### config.mk
export PLATFORM = sky130hd
export DESIGN_NAME = four_digit_sevenseg_scanner_flat
export DESIGN_NICKNAME = d
export VERILOG_FILES = /design/src/rtl/four_digit_sevenseg_scanner_if.sv /design/src/rtl/four_digit_sevenseg_scanner.sv /design/src/flat_wrapper.sv
export SDC_FILE = /design/constraint.sdc
export NUM_CORES = 1
export LEC_CHECK = 0
export CAP_MARGIN = 5
export CORE_MARGIN = 2
export CORE_UTILIZATION = 40
export CTS_CLUSTER_SIZE = 8
export DETAILED_ROUTE_END_ITERATION = 7
export SLEW_MARGIN = 20
export SYNTH_ARGS = -nofsm -noshare
export SYNTH_HDL_FRONTEND = slang
export SYNTH_SLANG_ARGS = --single-unit
### constraint.sdc
create_clock -name clk -period 3.5 [get_ports clk]
set_input_delay 1.05 -clock clk [delete_from_list [all_inputs] [get_ports clk]]
set_output_delay 1.05 -clock clk [all_outputs]
set_load 0.02 [all_outputs]
### src/rtl/four_digit_sevenseg_scanner_if.sv
// rtl/four_digit_sevenseg_scanner_if.sv - display data in, multiplexed anode/segment drive out
interface four_digit_sevenseg_scanner_if;
    logic [15:0] value;
    logic [3:0]  digit_en;
    logic [3:0]  dp_in;
    logic [3:0]  an;
    logic [6:0]  seg;
    logic        dp;

    modport master (
        output value, digit_en, dp_in,
        input  an, seg, dp
    );

    modport slave (
        input  value, digit_en, dp_in,
        output an, seg, dp
    );
endinterface

### src/rtl/four_digit_sevenseg_scanner.sv
// rtl/four_digit_sevenseg_scanner.sv - 4-digit common-anode 7-seg scanner with dead-time blanking
// Optional leading-zero suppression: SCAN_LEADING_ZERO_BLANK_EN
module four_digit_sevenseg_scanner #(
    parameter int REFRESH_DIV  = 100000,
    parameter int BLANK_CYCLES = 16
) (
    input  logic                            clk,
    input  logic                            reset,
    four_digit_sevenseg_scanner_if.slave    bus
);

    localparam int MAX_LEN = (REFRESH_DIV > BLANK_CYCLES) ? REFRESH_DIV : BLANK_CYCLES;
    localparam int CW      = (MAX_LEN > 1) ? $clog2(MAX_LEN) : 1;
    localparam logic [CW-1:0] BLANK_LAST = CW'(BLANK_CYCLES - 1);
    localparam logic [CW-1:0] SHOW_LAST  = CW'(REFRESH_DIV - 1);

    typedef enum logic {
        ST_BLANK = 1'b0,
        ST_SHOW  = 1'b1
    } state_t;

    state_t        state_q, state_d;
    logic [CW-1:0] cnt_q, cnt_d;
    logic [1:0]    idx_q, idx_d;
    logic [3:0]    an_q, an_d;
    logic [6:0]    seg_q, seg_d;
    logic          dp_q, dp_d;

    logic          last;
    logic [3:0]    cur_nib;
    logic          cur_en;
    logic          cur_dp;
    logic          lead_zero;

    function automatic logic [6:0] decode(input logic [3:0] nib);
        logic [6:0] s;
        case (nib)
            4'h0:    s = 7'b1000000;
            4'h1:    s = 7'b1111001;
            4'h2:    s = 7'b0100100;
            4'h3:    s = 7'b0110000;
            4'h4:    s = 7'b0011001;
            4'h5:    s = 7'b0010010;
            4'h6:    s = 7'b0000010;
            4'h7:    s = 7'b1111000;
            4'h8:    s = 7'b0000000;
            4'h9:    s = 7'b0010000;
            4'hA:    s = 7'b0001000;
            4'hB:    s = 7'b0000011;
            4'hC:    s = 7'b1000110;
            4'hD:    s = 7'b0100001;
            4'hE:    s = 7'b0000110;
            default: s = 7'b0001110;
        endcase
        return s;
    endfunction

    assign last = (state_q == ST_BLANK) ? (cnt_q == BLANK_LAST) : (cnt_q == SHOW_LAST);

    // Digit 0 lives in the top nibble and is shown on the leftmost anode.
    always_comb begin
        cur_nib = 4'h0;
        case (idx_q)
            2'd0:    cur_nib = bus.value[15:12];
            2'd1:    cur_nib = bus.value[11:8];
            2'd2:    cur_nib = bus.value[7:4];
            default: cur_nib = bus.value[3:0];
        endcase
    end

    assign cur_en = bus.digit_en[idx_q];
    assign cur_dp = bus.dp_in[idx_q];

`ifdef SCAN_LEADING_ZERO_BLANK_EN
    // A digit is a leading zero when it and every more-significant digit are zero.
    always_comb begin
        lead_zero = 1'b0;
        case (idx_q)
            2'd0:    lead_zero = (bus.value[15:12] == 4'h0);
            2'd1:    lead_zero = (bus.value[15:8] == 8'h00);
            2'd2:    lead_zero = (bus.value[15:4] == 12'h000);
            default: lead_zero = 1'b0;
        endcase
    end
`else
    assign lead_zero = 1'b0;
`endif

    always_ff @(posedge clk or negedge reset) begin
        if (!reset) begin
            state_q <= ST_BLANK;
            cnt_q   <= '0;
            idx_q   <= 2'd0;
            an_q    <= 4'b1111;
            seg_q   <= 7'b1111111;
            dp_q    <= 1'b1;
        end else begin
            state_q <= state_d;
            cnt_q   <= cnt_d;
            idx_q   <= idx_d;
            an_q    <= an_d;
            seg_q   <= seg_d;
            dp_q    <= dp_d;
        end
    end

    always_comb begin
        state_d = state_q;
        cnt_d   = cnt_q + 1'b1;
        idx_d   = idx_q;
        if (last) begin
            cnt_d = '0;
            if (state_q == ST_BLANK) begin
                state_d = ST_SHOW;
            end else begin
                state_d = ST_BLANK;
                idx_d   = idx_q + 2'd1;
            end
        end
    end

    // Inputs are captured only on the BLANK->SHOW edge; the registered
    // outputs then hold the digit steady for the whole slot.
    always_comb begin
        an_d  = an_q;
        seg_d = seg_q;
        dp_d  = dp_q;
        if (last && state_q == ST_BLANK) begin
            if (!cur_en) begin
                an_d  = 4'b1111;
                seg_d = 7'b1111111;
                dp_d  = 1'b1;
            end else if (lead_zero) begin
                an_d  = 4'b1111;
                seg_d = 7'b1111111;
                dp_d  = ~cur_dp;
            end else begin
                an_d  = ~(4'b1000 >> idx_q);
                seg_d = decode(cur_nib);
                dp_d  = ~cur_dp;
            end
        end else if (last && state_q == ST_SHOW) begin
            an_d  = 4'b1111;
            seg_d = 7'b1111111;
            dp_d  = 1'b1;
        end
    end

    assign bus.an  = an_q;
    assign bus.seg = seg_q;
    assign bus.dp  = dp_q;

endmodule
### src/flat_wrapper.sv
// flat-port wrapper written by rule: the top's interface ports become plain ports
module four_digit_sevenseg_scanner_flat 
#(
    parameter int REFRESH_DIV  = 100000,
    parameter int BLANK_CYCLES = 16
)
  (clk, reset, bus_value, bus_digit_en, bus_dp_in, bus_an, bus_seg, bus_dp);
  four_digit_sevenseg_scanner_if bus_i ();
  input  logic clk;
  input  logic reset;
  input wire logic [$bits(bus_i.value)-1:0] bus_value;
  input wire logic [$bits(bus_i.digit_en)-1:0] bus_digit_en;
  input wire logic [$bits(bus_i.dp_in)-1:0] bus_dp_in;
  output wire logic [$bits(bus_i.an)-1:0] bus_an;
  output wire logic [$bits(bus_i.seg)-1:0] bus_seg;
  output wire logic [$bits(bus_i.dp)-1:0] bus_dp;
  assign bus_i.value = bus_value;
  assign bus_i.digit_en = bus_digit_en;
  assign bus_i.dp_in = bus_dp_in;
  assign bus_an = bus_i.an;
  assign bus_seg = bus_i.seg;
  assign bus_dp = bus_i.dp;
  four_digit_sevenseg_scanner #(.REFRESH_DIV(REFRESH_DIV), .BLANK_CYCLES(BLANK_CYCLES)) u_core (.clk(clk), .reset(reset), .bus(bus_i));
endmodule
==> flow_summary_export.csv, run 1 <==
group,metric,value,unit
run_status,status,"complete, no violations",
pwr,irDropWorstVdd,0.295,mV
synthesis,ys_ff_latch,32,
critical_path,slowest_stage,"clkdlybuf4s50_1",
floorplan,dieWidth,72.2,um
route,antenna_left,0,
global_route,grt-ovfl-total,0,
critical_path,r2r_slack,980,ps
critical_path,critPathRequiredTime,3690,ps
floorplan,start_util,42.2,%
clocking,clock_latency,280,ps
critical_path,crit_path_start_kind,"primary input",
critical_path,worstRegToRegCells,9,
floorplan,die_area,5220,um^2
timing,worst_pin_slew,669,ps
pwr,switchingPower,0.191,mW
pwr,pwr_density_cell,333,nW/um^2
synthesis,synth.distinct_cells,41,
global_route,antenna_found_initial,0,
pwr,p_leak,0.989,nW
critical_path,path_buf_inv,2,
timing,fin_crit,2780,ps
global_route,grt_pass1_wl,6780,um
floorplan,pin_count,38,
global_route,grt_pass1_vias,1485,
min_path,min_path_cells,1,
placement,dp.final_hpwl,3130,um
route,drc,0,
synthesis,synth.yosys.seq_area_share,43.8,%
synthesis,netlist_area,1860,um^2
critical_path,crit_fanout,6,
clocking,cts_tree,"done",
pwr,p_comb_share,12.5,%
final_layout,nFillCells,419,
clocking,ctsResizeCount,0,
route,drtIter0Drc,74,
timing,slew_viol_final,0,
route,drt-wirelength-per-cell,14.7,um
floorplan,fp-row-count,24,
min_path,min_from,"u_core.cnt_q[0]",
pwr,internal_power,0.597,mW
clocking,cts_setup_buffers,0,
placement,dp.cells,267,
final_layout,fin_area,2360,um^2
timing,skew,7.82,ps
timing,maxSlewHeadroom,54.1,%
placement,gp_congestion,0.811,
min_path,hold-path-endpoint,"u_core.cnt_q[0]",
clocking,postCtsHoldBufs,0,
critical_path,rr_endpoint,"u_core.bus.seg[0]",
floorplan,die_y,72.2,um
critical_path,endpoint_kind,"register",
pwr,p_sw_share,24.3,%
timing,final-hold-violation-count,0,
pwr,power.share.sequential,49.1,%
clocking,htreeDepth,2,
critical_path,crit_family,"compound AO/OA/AOI/OAI gates",
clocking,cts_sinks,32,
clocking,ctsRootBufferMaster,"clkbuf_8",
placement,pre_cts_ws,424,ps
clocking,clkTransAtPathRegs,70,ps
final_layout,stdcell_count,275,
placement,dpl_cell_area,2270,um^2
global_route,grt_use_total,17.1,%
clocking,cts_buffers,5,
final_layout,nNetsFinal,259,
route,vias,1473,
synthesis,syn_inst,183,
min_path,hold_path.class,"register to register",
timing,rsz0062_at_grt,"no",
floorplan,coreArea,4410,um^2
pwr,total_power,0.788,mW
critical_path,worst-endpoint-arrival,2970,ps
timing,finalCritPeriodShare,79.3,%
synthesis,synth_fp_nets,220,
synthesis,yosysWarnings,0,
final_layout,final_layout_size_suffix_gt1_share,14.3,%
pwr,pwr-share-clk,38.3,%
global_route,grt_max_degree,33,
clocking,cts.path.max_buffers,2,
synthesis,avgSynthCellArea,10.2,um^2
critical_path,rr_startpoint,"u_core.idx_q[0]",
timing,finalWorstSetupSlack,724,ps
final_layout,antenna_cells,0,
critical_path,critical_path.max_stage_delay,400,ps
timing,finalSetupTns,0,ps
route,wirelength,4040,um
route,firstDrtPassIters,5,
timing,setup_viol,0,
flow_run,maxCapViolations,0,
timing,fmax,360,MHz
route,avgViaCountPerCell,5.36,
critical_path,worstSetupPathType,"primary input to register",
critical_path,worstPathCellList,"clkdlybuf4s50_1 > a222oi_1 > mux2_2 > inv_1 > ha_1 > or3_1 > o221ai_1 > a21oi_1",
final_layout,syn_to_final_growth,26.9,%
placement,portBuffers,37,
[power by group through the flow]
stage | sequential, mW | clock [mW] | combinational, mW
floorplan | 0.404 | 0 | 0.0312
global placement | 0.394 | 0 | 0.0974
detailed placement | 0.394 | 0 | 0.0996
CTS | 0.387 | 0.314 | 0.0999
global route | 0.388 | 0.331 | 0.108
finish | 0.387 | 0.302 | 0.0986
[logic make-up (layout without fill, tap and decap cells)]
group / after synthesis / count (layout) / synth area share, %
buffers and inverters: 16 / 56 / 4.10
DFF: 32 / 32 / 43.8
adders and majority gates: 11 / 11 / 7.39
and+or+nand+nor: 71 / 71 / 19.8
xor gates and xnor gates: 16 / 16 / 7.53
muxes: 9 / 9 / 6.65
AOI/OAI and AO/OA: 28 / 28 / 10.8
[registers in the layout, indices dropped and copies added, names as in the netlist]
register,count
u_core.idx_q,2
u_core.bus.an,4
u_core.state_q,1
u_core.bus.seg,7
u_core.bus.dp,1
u_core.cnt_q,17
[worst register-to-register path, stage by stage, from the launching register on]
cell and delay (ps):
dfrtp_1 500, inv_1 110, ha_1 290, a222oi_1 360
mux2_2 290, inv_1 100, ha_1 210, or3_1 370
o221ai_1 100, a21oi_1 110
[per-layer routing]
metal,GRT usage (%),part of all wire (%),up-vias
met5,0,0,-
met4,7.13,2.0,0
met3,5.00,4.4,10
met2,29.5,51,29
met1,19.9,43,710
li1,-,-,724
[worst max-delay path by stage]
stage	start	to	depth (start not counted)
3_5_place_dp	bus_value[12]	u_core.bus.seg[0]	8
4_1_cts	bus_value[12]	u_core.bus.seg[0]	8
6_report	bus_value[12]	u_core.bus.seg[0]	8
5_1_grt	bus_value[12]	u_core.bus.seg[0]	8
3_3_place_gp	bus_value[12]	u_core.bus.seg[0]	8
2_1_floorplan	bus_value[12]	u_core.bus.seg[0]	7
[synthesized netlist by cell type]
master     n  area [um^2]
a21o_1     2         15.0
a21oi_1    8         40.0
a222oi_1   4         40.0
a31oi_1    4         25.0
and2_1     3         18.8
and3_1     4         25.0
and3b_1    1         8.76
buf_2      1         5.00
buf_4      2         15.0
buf_6      1         11.3
clkbuf_1   2         7.51
dfrtp_1   20          500
dfstp_2   12          315
ha_1      11          138
inv_1     10         37.5
mux2_2     3         33.8
mux2_4     1         15.0
mux2i_1    3         30.0
mux4_2     2         45.0
nand2_1   10         37.5
nand2_4    1         11.3
nand3_1   11         55.1
nand4_1    1         6.26
nor2_1    26         97.6
nor2b_1    1         6.26
nor3_1     4         20.0
nor3_4     1         16.3
nor3b_1    1         7.51
nor4_1     2         12.5
nor4_2     1         12.5
nor4b_1    1         8.76
o21a_1     2         15.0
o21a_4     1         15.0
o21ai_0    3         15.0
o221ai_1   2         17.5
o311ai_1   1         8.76
o32ai_1    1         8.76
or3_1      2         12.5
or4_4      1         11.3
xnor2_1   10         87.6
xor2_1     6         52.6
[area by class of cell]
cell class / instances / area [um^2] / share of cell area [%]
tap: 52 / 65.1 / 2.75
sequential: 32 / 816 / 34.5
clock inverter: 2 / 15.0 / 0.635
clock buffer: 6 / 82.6 / 3.49
timing repair buffer: 38 / 378 / 16.0
multi-input combinational: 135 / 970 / 41.0
inverter: 10 / 37.5 / 1.59
[layout by cell type, fill, tap and decap left out, types with 4 or more instances in the layout]
| cell type | netlist | layout |
|---|---|---|
| clkdlybuf4s50_1 | 0 | 37 |
| nor2_1 | 26 | 26 |
| dfrtp_1 | 20 | 20 |
| dfstp_2 | 12 | 12 |
| nand3_1 | 11 | 11 |
| ha_1 | 11 | 11 |
| nand2_1 | 10 | 10 |
| xnor2_1 | 10 | 10 |
| inv_1 | 10 | 10 |
| a21oi_1 | 8 | 8 |
| xor2_1 | 6 | 6 |
| clkbuf_8 | 0 | 6 |
| and3_1 | 4 | 4 |
| nor3_1 | 4 | 4 |
| a222oi_1 | 4 | 4 |
| a31oi_1 | 4 | 4 |
[metrics by stage]
step	util, %	hold slack (ps)
finish	53.5	465
global route	53.5	508
CTS	53.5	477
global placement	51.3	444
detailed placement	51.3	469
floorplan	-	423
Power figures use the tool's default switching activity.
==> run 2, diff against run 1 <==
--- a/config.mk
+++ b/config.mk
@@ -10,6 +10,7 @@
 export CORE_UTILIZATION = 40
 export CTS_CLUSTER_SIZE = 8
 export DETAILED_ROUTE_END_ITERATION = 7
+export PLACE_DENSITY = 0.67
 export SLEW_MARGIN = 20
 export SYNTH_ARGS = -nofsm -noshare
 export SYNTH_HDL_FRONTEND = slang
==> constraint.sdc (replaced) <==
create_clock -name clk -period 2.4 [get_ports clk]
set_input_delay 0.72 -clock clk [delete_from_list [all_inputs] [get_ports clk]]
set_output_delay 0.72 -clock clk [all_outputs]
set_load 0.02 [all_outputs]
==> run 2 against run 1 <==
Effect of this change:
- final cell count increased by 4.7%
- power rose by 46%
- highest routed layer unchanged
- sequential share of layout area fell by 1.3 points
- global-route usage down 0.25 points
- clock skew shrank 1.6 ps
- critical path type unchanged
- setup slack worse by 630 ps
- count of clock-buffer cells in the layout is 1 higher
==> flow_summary_export.csv, run 2 (synthesis gave the netlist of run 1 again) <==
group,metric,value,unit
critical_path,crit_path_start_kind,"primary input",
final_layout,final_layout_size_suffix_gt1_share,19.5,%
critical_path,rr_startpoint,"u_core.idx_q[1]",
final_layout,nFillCells,406,
route,vias,1520,
critical_path,worst-endpoint-arrival,2540,ps
placement,gp_congestion,0.809,
timing,skew,6.18,ps
final_layout,antenna_cells,0,
final_layout,nNetsFinal,272,
min_path,min_from,"u_core.cnt_q[0]",
critical_path,slowest_stage,"clkdlybuf4s50_1",
route,drc,0,
clocking,clock_latency,290,ps
flow_run,maxCapViolations,0,
critical_path,endpoint_kind,"register",
critical_path,critPathRequiredTime,2640,ps
clocking,cts.path.max_buffers,2,
global_route,grt_use_total,16.9,%
final_layout,max_flop_register,"u_core.cnt_q",
clocking,ctsRootBufferMaster,"clkbuf_8",
timing,maxSlewHeadroom,60.0,%
floorplan,die_y,72.2,um
clocking,clkTransAtPathRegs,70,ps
timing,fmax,433,MHz
floorplan,fp-row-count,24,
pwr,irDropWorstVdd,0.251,mV
floorplan,start_util,42.2,%
final_layout,largest_register_ffs,17,
placement,dp.final_hpwl,2980,um
route,drt-wirelength-per-cell,13.5,um
clocking,htreeDepth,2,
route,drtIter0Drc,77,
final_layout,final_cell_mix,"clkdlybuf4s50_1 (37), nor2_1 (26), dfrtp_1 (19), buf_4 (14), dfstp_2 (12)",
timing,slew_viol_final,0,
clocking,cts_buffers,5,
timing,finalCritPeriodShare,96.2,%
timing,fin_crit,2310,ps
pwr,p_leak,1.05,nW
global_route,grt_pass1_vias,1468,
timing,setup_viol,0,
critical_path,worstSetupPathType,"primary input to register",
floorplan,pin_count,38,
final_layout,final_common_cell,"clkdlybuf4s50_1",
timing,fin_hold_ws,449,ps
clocking,postCtsHoldBufs,0,
critical_path,critical_path.max_stage_delay,470,ps
global_route,grt_pass1_wl,6760,um
critical_path,crit_fanout,4,
timing,rsz0062_at_grt,"yes",
global_route,grt-ovfl-total,0,
critical_path,cp-startpoint,"bus_value[9]",
clocking,cts_tree,"done",
final_layout,fin_util,55.8,%
route,wirelength,3890,um
run_status,status,"complete, no violations",
critical_path,worstPathCellList,"clkdlybuf4s50_1 > a222oi_1 > mux2i_1 > inv_1 > ha_1 > o311ai_1 > o21a_1",
global_route,antenna_found_initial,0,
timing,worst_pin_slew,594,ps
route,firstDrtPassIters,6,
final_layout,syn_to_final_growth,32.3,%
floorplan,coreArea,4410,um^2
min_path,hold_path.class,"register to register",
route,antenna_left,0,
floorplan,die_area,5220,um^2
clocking,cts_sinks,32,
route,avgViaCountPerCell,5.28,
timing,final-hold-violation-count,0,
placement,portBuffers,37,
floorplan,dieWidth,72.2,um
pwr,pwr_density_cell,468,nW/um^2
global_route,grt_max_degree,33,
[run 2: path summary, 6_finish.rpt]
path | depth (start not counted) | end | slack (ps)
worst max-delay path | 7 | u_core.bus.seg[2] | 90
worst min-delay path | 1 | u_core.cnt_q[0] | 450
worst max register to register | 8 | u_core.bus.seg[2] | 150
worst min register to register | 1 | u_core.cnt_q[0] | 450
max in group asynchronous | 2 | u_core.bus.an[1] | 1250
min in group asynchronous | 2 | u_core.cnt_q[6] | 820
[run 2: per-layer routing]
| metal | vias up | part of all wire [%] | global-route usage [%] |
|---|---|---|---|
| li1 | 752 | - | - |
| met3 | 10 | 5.5 | 5.42 |
| met5 | - | 0 | 0 |
| met4 | 0 | 2.3 | 5.87 |
| met2 | 44 | 47 | 26.7 |
| met1 | 714 | 45 | 21.8 |
[run 2: cell type report]
class / count / area [um^2] / area share [%]
inverters: 10 / 37.5 / 1.52
clock buffers: 7 / 86.3 / 3.51
clock inverters: 1 / 7.51 / 0.305
multi-input cells: 135 / 973 / 39.5
flip-flops and latches: 32 / 817 / 33.2
well taps: 52 / 65.1 / 2.64
repair buffers: 51 / 475 / 19.3
[run 2: worst max-delay path: cells and delay by family]
kind / cells / cell delay, ps
AOI/OAI and AO/OA: 3 / 640
muxes: 1 / 310
adders and majority gates: 1 / 260
buffers and inverters: 2 / 610
[run 2: through the flow]
stage | TNS [ps] | cell area, um^2 | power (mW) | setup WS, ps | std cells
final | 0 | 2460 | 1.15 | 92.3 | 288
after global routing | -25.5 | 2460 | 1.21 | -14.4 | 288
after CTS | 0 | 2450 | 1.16 | 97.2 | 287
after detailed placement | -898 | 2360 | 0.731 | -196 | 279
after global placement | -716 | 2360 | 0.728 | -154 | 279
after floorplan | 0 | 1860 | 0.635 | 229 | 183
[run 2: power by group]
group | leakage (nW) | internal, mW | switching (mW)
registers | 0.390 | 0.559 | 0.00550
clock network | 0.0445 | 0.233 | 0.198
logic | 0.620 | 0.0910 | 0.0660
total | 1.05 | 0.883 | 0.269
[run 2: repair_timing]
item,CTS,global route
resized for setup,0,3
endpoints found under the setup margin,0,4
buffers inserted,0,1
